File: config.mk
export PLATFORM = sky130hd
export DESIGN_NAME = mdu_iterative
export DESIGN_NICKNAME = d
export VERILOG_FILES = /design/src/rtl/mdu_iterative_pkg.sv /design/src/rtl/mdu_sign_fix.sv /design/src/rtl/mdu_iterative.sv
export SDC_FILE = /design/constraint.sdc
export NUM_CORES = 1
export LEC_CHECK = 0
export CAP_MARGIN = 20
export CORE_ASPECT_RATIO = 0.5
export CORE_UTILIZATION = 48
export DETAILED_ROUTE_END_ITERATION = 10
export GPL_TIMING_DRIVEN = 0
export PLACE_DENSITY = 0.68
export SLEW_MARGIN = 15
export SYNTH_ARGS = -nofsm -noshare
export SYNTH_HDL_FRONTEND = slang
export SYNTH_SLANG_ARGS = --single-unit
File: constraint.sdc
create_clock -name clk -period 4.22 [get_ports clk]
set_clock_uncertainty 0.15 [all_clocks]
set_input_delay 0.844 -clock clk [delete_from_list [all_inputs] [get_ports clk]]
set_output_delay 0.844 -clock clk [all_outputs]
set_load 0.02 [all_outputs]
File: src/rtl/mdu_iterative_pkg.sv
// rtl/mdu_iterative_pkg.sv - MDU op codes, FSM state encoding and op classification helpers
package mdu_iterative_pkg;

  localparam logic [2:0] MDU_MULT  = 3'd0;
  localparam logic [2:0] MDU_MULTU = 3'd1;
  localparam logic [2:0] MDU_DIV   = 3'd2;
  localparam logic [2:0] MDU_DIVU  = 3'd3;
  localparam logic [2:0] MDU_MTHI  = 3'd4;
  localparam logic [2:0] MDU_MTLO  = 3'd5;
  localparam logic [2:0] MDU_NOP   = 3'd7;

  typedef enum logic [1:0] {
    ST_IDLE  = 2'd0,
    ST_CALC  = 2'd1,
    ST_FIXUP = 2'd2
  } mdu_state_e;

  function automatic logic op_is_arith(input logic [2:0] op);
    return (op == MDU_MULT) || (op == MDU_MULTU) || (op == MDU_DIV) || (op == MDU_DIVU);
  endfunction

  function automatic logic op_is_signed(input logic [2:0] op);
    return (op == MDU_MULT) || (op == MDU_DIV);
  endfunction

endpackage

File: src/rtl/mdu_sign_fix.sv
// rtl/mdu_sign_fix.sv - conditional two's-complement negate (magnitude / sign restore)
module mdu_sign_fix #(
  parameter int unsigned W = 32
) (
  input  logic [W-1:0] val_i,
  input  logic         neg_i,
  output logic [W-1:0] res_o
);

  assign res_o = neg_i ? (~val_i + W'(1)) : val_i;

endmodule

File: src/rtl/mdu_iterative.sv
// rtl/mdu_iterative.sv - iterative shift-add multiply / restoring divide unit with HI/LO registers
module mdu_iterative
  import mdu_iterative_pkg::*;
#(
  parameter int unsigned       WIDTH   = 32,
  parameter logic [WIDTH-1:0] DIV0_LO = {WIDTH{1'b1}}
) (
  input  logic             clk,
  input  logic             rst_n,
  input  logic             op_valid,
  output logic             op_ready,
  input  logic [2:0]       op,
  input  logic [WIDTH-1:0] a,
  input  logic [WIDTH-1:0] b,
  output logic             busy,
  output logic             done,
  output logic [WIDTH-1:0] hi,
  output logic [WIDTH-1:0] lo
);

  localparam int unsigned CW = (WIDTH > 1) ? $clog2(WIDTH) : 1;

  mdu_state_e         state_q, state_d;
  logic [CW-1:0]      cnt_q, cnt_d;
  logic [2*WIDTH-1:0] acc_q, acc_d;
  logic [WIDTH-1:0]   rem_q, rem_d;
  logic [WIDTH-1:0]   b_mag_q, b_mag_d;
  logic [WIDTH-1:0]   a_q, a_d;
  logic               is_div_q, is_div_d;
  logic               neg_lo_q, neg_lo_d;
  logic               neg_rem_q, neg_rem_d;
  logic               div0_q, div0_d;
  logic [WIDTH-1:0]   hi_q, hi_d;
  logic [WIDTH-1:0]   lo_q, lo_d;
  logic               done_q, done_d;

  logic               neg_a, neg_b;
  logic [WIDTH-1:0]   a_mag, b_mag;
  logic [2*WIDTH-1:0] prod_fix;
  logic [WIDTH-1:0]   quo_fix, rem_fix;
  logic [WIDTH:0]     mul_sum;
  logic [WIDTH:0]     div_shift;
  logic               div_ok;

  assign neg_a = op_is_signed(op) & a[WIDTH-1];
  assign neg_b = op_is_signed(op) & b[WIDTH-1];

  mdu_sign_fix #(.W(WIDTH))   u_a_mag (.val_i(a),                .neg_i(neg_a),     .res_o(a_mag));
  mdu_sign_fix #(.W(WIDTH))   u_b_mag (.val_i(b),                .neg_i(neg_b),     .res_o(b_mag));
  mdu_sign_fix #(.W(2*WIDTH)) u_prod  (.val_i(acc_q),            .neg_i(neg_lo_q),  .res_o(prod_fix));
  mdu_sign_fix #(.W(WIDTH))   u_quo   (.val_i(acc_q[WIDTH-1:0]), .neg_i(neg_lo_q),  .res_o(quo_fix));
  mdu_sign_fix #(.W(WIDTH))   u_rem   (.val_i(rem_q),            .neg_i(neg_rem_q), .res_o(rem_fix));

  // Multiply: acc holds {partial product, unconsumed multiplier bits}, shifted right each step
  assign mul_sum   = {1'b0, acc_q[2*WIDTH-1:WIDTH]} + (acc_q[0] ? {1'b0, b_mag_q} : '0);
  // Divide: acc low half shifts the dividend out and the quotient in
  assign div_shift = {rem_q, acc_q[WIDTH-1]};
  assign div_ok    = (div_shift >= {1'b0, b_mag_q});

  always_comb begin
    state_d   = state_q;
    cnt_d     = cnt_q;
    acc_d     = acc_q;
    rem_d     = rem_q;
    b_mag_d   = b_mag_q;
    a_d       = a_q;
    is_div_d  = is_div_q;
    neg_lo_d  = neg_lo_q;
    neg_rem_d = neg_rem_q;
    div0_d    = div0_q;
    hi_d      = hi_q;
    lo_d      = lo_q;
    done_d    = 1'b0;

    unique case (state_q)
      ST_IDLE: begin
        if (op_valid) begin
          if (op == MDU_MTHI) begin
            hi_d = a;
          end else if (op == MDU_MTLO) begin
            lo_d = a;
          end else if (op_is_arith(op)) begin
            state_d   = ST_CALC;
            cnt_d     = CW'(WIDTH - 1);
            acc_d     = {{WIDTH{1'b0}}, a_mag};
            rem_d     = '0;
            b_mag_d   = b_mag;
            a_d       = a;
            is_div_d  = (op == MDU_DIV) || (op == MDU_DIVU);
            neg_lo_d  = neg_a ^ neg_b;
            neg_rem_d = neg_a;
            div0_d    = (b == '0);
          end
        end
      end
      ST_CALC: begin
        if (is_div_q) begin
          rem_d = div_ok ? WIDTH'(div_shift - {1'b0, b_mag_q}) : div_shift[WIDTH-1:0];
          acc_d = {acc_q[2*WIDTH-1:WIDTH], acc_q[WIDTH-2:0], div_ok};
        end else begin
          acc_d = {mul_sum, acc_q[WIDTH-1:1]};
        end
        cnt_d = cnt_q - CW'(1);
        if (cnt_q == '0) state_d = ST_FIXUP;
      end
      ST_FIXUP: begin
        if (!is_div_q) begin
          {hi_d, lo_d} = prod_fix;
        end else if (div0_q) begin
          hi_d = a_q;
          lo_d = DIV0_LO;
        end else begin
          hi_d = rem_fix;
          lo_d = quo_fix;
        end
        done_d  = 1'b1;
        state_d = ST_IDLE;
      end
      default: state_d = ST_IDLE;
    endcase
  end

  always_ff @(posedge clk) begin
    if (!rst_n) begin
      state_q   <= ST_IDLE;
      cnt_q     <= '0;
      acc_q     <= '0;
      rem_q     <= '0;
      b_mag_q   <= '0;
      a_q       <= '0;
      is_div_q  <= 1'b0;
      neg_lo_q  <= 1'b0;
      neg_rem_q <= 1'b0;
      div0_q    <= 1'b0;
      hi_q      <= '0;
      lo_q      <= '0;
      done_q    <= 1'b0;
    end else begin
      state_q   <= state_d;
      cnt_q     <= cnt_d;
      acc_q     <= acc_d;
      rem_q     <= rem_d;
      b_mag_q   <= b_mag_d;
      a_q       <= a_d;
      is_div_q  <= is_div_d;
      neg_lo_q  <= neg_lo_d;
      neg_rem_q <= neg_rem_d;
      div0_q    <= div0_d;
      hi_q      <= hi_d;
      lo_q      <= lo_d;
      done_q    <= done_d;
    end
  end

  assign op_ready = (state_q == ST_IDLE);
  assign busy     = (state_q != ST_IDLE);
  assign done     = done_q;
  assign hi       = hi_q;
  assign lo       = lo_q;

endmodule

**After elaboration in Yosys (flattened, before gate mapping)**

Index checks and enable logic that the tools add are counted.

- Bits of input ports: 70
- Register bits after elaboration: 236

- Bitwise logic cells: 10
- Reductions and logical operators: 19
- Add/subtract/negate cells: 8
- Magnitude comparators: 1
- Eq/ne operators: 16
- Mux-type cells: 42

Operators by type and width:

| operator | number |
|---|---|
| 2-to-1 mux 32 bit | 20 |
| 2-to-1 mux 64 bit | 6 |
| one-hot mux 32 bit (2 select lines) | 3 |
| adder 32 x 1 -> 32 bit, second input constant | 4 |
| inverter 32 bit | 4 |
| one-hot mux 64 bit (2 select lines) | 1 |
| adder 64 x 1 -> 64 bit, second input constant | 1 |
| inverter 64 bit | 1 |
| adder 32 x 32 -> 33 bit | 1 |
| >= comparator 33 x 32 -> 1 bit | 1 |
| logical NOT 32 bit | 1 |
| subtractor 32 bit | 1 |
| 2-to-1 mux 5 bit | 4 |
| AND reduction 5 bit | 3 |
| inequality test 2 bit, second input constant | 6 |
| AND reduction 6 bit | 2 |
| 2-to-1 mux 2 bit | 5 |
| one-hot mux 5 bit (2 select lines) | 1 |
| equality test 3 x 2 -> 1 bit, second input constant | 2 |
| equality test 3 bit, second input constant | 2 |
| inequality test 2 x 1 -> 1 bit, second input constant | 3 |
| nonzero test 2 bit | 3 |
| logical NOT 5 bit | 1 |
| logical OR 1 bit | 5 |
| other kinds (13) | 15 |

**Longest topological paths before layout**

Gate-level depths: netlist of run 1.

- Depth in word-level cells: 9
- Depth in mapped cells: 14
- Depth with buffers taken out: 13

**Modules after synthesis**

A second synthesis of run 1 with hierarchy kept.

- Cell total of the unflattened synthesis: 2,397
- Area total of the unflattened synthesis: 18,555.3 sq um

By module, submodules not included:

| module | times used | area an instance (sq um) | cells an instance |
|---|---|---|---|
| mdu_iterative | 1 | 13,798.2 | 1,795 |
| mdu_sign_fix at u_a_mag ... | 4 | 777.0 | 99 |
| mdu_sign_fix at u_prod | 1 | 1,649.1 | 206 |

**Worst setup path before layout of run 1**

OpenSTA, ideal clock, no wires.

- Path kind: input to register
- From: input b[8]
- To: register b_mag_q[30]
- Required time: 3.984 ns
- Setup slack: 0.750 ns
- Cell stages on the path: 9
- Setup time: 0.086 ns
- Buffers on the path: 0
- Arrival time: 3.234 ns
- Cell sequence: or4_1 -> nor3_2 -> nand3_1 -> or2_2 -> or3_1 -> or3_1 -> o31ai_1 -> xor2_1 -> a211oi_1

- Word-level cells in the longest chain between the ends: 3

Ends and longest elaborated chain:

| item | RTL line | source |
|---|---|---|
| start, declared | mdu_iterative.sv:14 | `input logic [WIDTH-1:0] b,` |
| inverter 32 bit | mdu_sign_fix.sv:10 | `assign res_o = neg_i ? (~val_i + W'(1)) : val_i;` |
| adder 32 x 1 -> 32 bit | mdu_sign_fix.sv:10 |  |
| 2-to-1 mux 32 bit | mdu_sign_fix.sv:10 |  |
| end signal, assigned | mdu_iterative.sv:143 | `b_mag_q <= b_mag_d;` |
| end, declared | mdu_iterative.sv:27 | `logic [WIDTH-1:0] b_mag_q, b_mag_d;` |

No other way between the ends.
A chain may end at the register's enable or synchronous reset.

**Worst setup path in the final report of run 1**

- From: register acc_q[0]
- To: register hi_q[22], in the netlist hi[22]

- Word-level cells in the longest chain between the ends: 5

Ends and longest elaborated chain:

| item | RTL line | source |
|---|---|---|
| start, declared | mdu_iterative.sv:25 | `logic [2*WIDTH-1:0] acc_q, acc_d;` |
| start signal, assigned | mdu_iterative.sv:127 | `acc_q <= '0;` |
| start signal, assigned | mdu_iterative.sv:141 | `acc_q <= acc_d;` |
| inverter 64 bit | mdu_sign_fix.sv:10 |  |
| adder 64 x 1 -> 64 bit | mdu_sign_fix.sv:10 |  |
| 2-to-1 mux 64 bit | mdu_sign_fix.sv:10 |  |
| 2-to-1 mux 32 bit | mdu_iterative.sv:107 | `if (!is_div_q) begin` |
| one-hot mux 32 bit (2 select lines) | mdu_iterative.sv:75 | `unique case (state_q)` |
| end signal, assigned | mdu_iterative.sv:149 | `hi_q <= hi_d;` |
| end, declared | mdu_iterative.sv:33 | `logic [WIDTH-1:0] hi_q, hi_d;` |

No other way between the ends.

==> impl_metrics.json, run 1 <==
{
  "outcome": "finished, final reports clean",
  "grt_remaining_overflow": 0,
  "netlist_area_um2": 16500,
  "p_per_area_nw_per_um2": 326,
  "cp-end-kind": "flop",
  "placed_area_um2": 18300,
  "synth_edf_count": 0,
  "syn_avg_cell_area_um2": 7.65,
  "path_max_fanout": 10,
  "htreeDepth": 1,
  "rows": 47,
  "ys_ff_latch": 236,
  "period_needed_ps": 3990,
  "synth.most_common_cell": "nand2_1",
  "synth_fp_nets": 2299,
  "hold_buffers": 0,
  "start_kind": "flop",
  "cp_data_required_time_ps": 4500,
  "drc": 0,
  "antenna_found_initial": 1,
  "max_freq_mhz": 251,
  "tightest_slew_ps": 1000,
  "io_buffers": 125,
  "yosysTopAreaCell": "dfxtp_1",
  "peakVddDrop_mv": 0.237,
  "synth_common_cells": "nand2_1, dfxtp_1, a21oi_1",
  "die_w_um": 264,
  "final-max-slew-violation-count": 0,
  "place.gp.congestion": 1.01,
  "reg2reg_setup_slack_ps": 230,
  "synth_cell_types": 83,
  "layout.cells.non_filler": 2773,
  "design.portCount": 137,
  "ys_top_cells_by_area": "dfxtp_1, nand2_1, xnor2_1",
  "min_path_type": "reg2reg",
  "hold_slack_ps": 299,
  "dp.cells": 2723,
  "yosysTopAreaCellShare_pct": 28.6,
  "num_vias": 17260,
  "final_layout_size_suffix_gt1_share_pct": 4.63,
  "drt_iter0_drc": 1956,
  "final_nets": 2455,
  "fillers": 3213,
  "synthArstFlopShare_pct": 0,
  "grt_max_degree": 15,
  "clkLatencyLatePin_ps": 570,
  "num_antenna_cells": 0,
  "grt_setup_unrepaired": "false",
  "setup_viol": 0,
  "grt_pass1_wl_um": 94700,
  "hpwl_um": 48000,
  "postSynthCellCount": 2157,
  "cap_violations": 0,
  "numCtsBuffers": 25,
  "yosysWarnings": 0,
  "track_usage_pct": 34.8,
  "cts.clk_slew.worst_paths_ps": 70,
  "cts_tree": "built",
  "min_period_over_period_pct": 94.5,
  "cp.arrival_ps": 4270,
  "criticalPathCategory": "reg2reg",
  "clock-root-buffer": "clkbuf_16",
  "syn_to_final_growth_pct": 16.8,
  "grt_pass1_vias": 15832,
  "hold_viol_final": 0,
  "core_area_um2": 33500,
  "synthFlopType": "dfxtp_1",
  "cts.sinks": 236,
  "wl_per_cell_um": 22.6,
  "fin_tns_setup_ps": 0,
  "dr.pass1.iters": 8,
  "slew_headroom_pct": 33.0,
  "dieArea_um2": 35200,
  "stdcell_area_um2": 19300,
  "via_per_inst": 6.22,
  "ant_nets": 0,
  "leakagePower_uw": 0.00722,
  "clockBufferDepth": 3,
  "dieHeight_um": 133,
  "drt-total-wl_um": 62800,
  "start_util_pct": 49.3,
  "ys_seq_area_share_pct": 28.6
}
[routing by layer]
layer | global-route usage, % | share of wire [%]
met1 | 49.4 | 44
met5 | 0 | 0
met3 | 8.54 | 11
met2 | 52.0 | 41
met4 | 9.88 | 2.8
[registers in the layout, indices dropped and copies added (netlist names)]
signal and cells:
div0_q 1, rem_q 32, is_div_q 1, b_mag_q 32
a_q 32, done 1, hi 32, state_q 2
lo 32, neg_rem_q 1, cnt_q 5, neg_lo_q 1
acc_q 64
[per-stage QoR]
stage                     util [%]  power, uW  setup WS, ps
after global routing          57.6       6460           146
after floorplan                  -       3270           750
final                         57.6       6280           231
after detailed placement      54.7       3750          -105
after CTS                     57.4       6210          45.7
after global placement        54.7       3740         -94.7
[worst paths after layout]
kind / startpoint / to / depth (start not counted)
setup / recovery: acc_q[0] / hi[22] / 11
hold / removal: lo[13] / lo[13] / 2
setup reg to reg: acc_q[0] / hi[22] / 11
hold reg to reg: lo[13] / lo[13] / 2
[cell families after synthesis]
logic type               count (synthesis)  synth area share (%)
buffers and inverters                  206                  4.96
adder cells (fa/ha/maj)                 72                  5.55
AND/OR/NAND/NOR                        705                  19.6
XOR/XNOR                               197                  10.5
multiplexers                            70                  4.34
flip-flops                             236                  28.6
AO/OA/AOI/OAI                          671                  26.5
[critical path: stages (launching register included)]
cell and delay (ps):
dfxtp_2 390, clkinvlp_4 180, buf_4 160, buf_2 310, ha_1 320, nand4b_1 470, nor4_4 540, nand4_1 420
o21ai_1 280, xnor2_1 120, a221oi_1 390, a21oi_1 120
[power breakdown]
part	internal [uW]	switching, uW	leakage [uW]
registers	2330	90.6	0.00192
logic	483	852	0.00486
clock network	1470	1050	0.000446
total	4280	2000	0.00722
[cell usage in the layout (no fill, tap or decap), types with 18 or more instances in the layout]
cell type	netlist	final
nor2_1	192	192
o221ai_1	29	29
xor2_1	82	82
o211ai_1	29	29
a21oi_1	196	195
o31ai_1	36	36
nand3_1	37	37
clkbuf_16	0	25
o41ai_1	18	18
nor3_1	29	29
nand2_1	284	284
a21o_1	30	30
dfxtp_1	236	235
clkdlybuf4s50_1	0	125
nand2b_1	22	22
inv_1	57	56
clkbuf_1	116	118
mux2i_1	58	58
ha_1	70	70
xnor2_1	115	115
a211oi_1	37	37
or3_1	31	31
o21ai_0	158	158
[final cells by class]
type / count / area, um2 / area share [%]
plain buffers: 147 / 599 / 3.11
clock buffers: 31 / 688 / 3.57
clock inverters: 15 / 210 / 1.09
inverters: 59 / 225 / 1.17
multi-input cells: 1715 / 11000 / 57.0
flip-flops and latches: 236 / 4730 / 24.5
well taps: 441 / 552 / 2.86
repair buffers: 129 / 1280 / 6.65
[timing repair]
item,CTS,global route
buffers inserted,0,2
resized for setup,1,8
endpoints found under the setup margin,3,12
No activity file was read; power rests on OpenSTA's default activity.
==> inputs of run 2 (changes only) <==
SLEW_MARGIN = 5   (was 15)
==> results of run 2 <==
No change in the layout: final DEF, timing and power equal those of run 1.
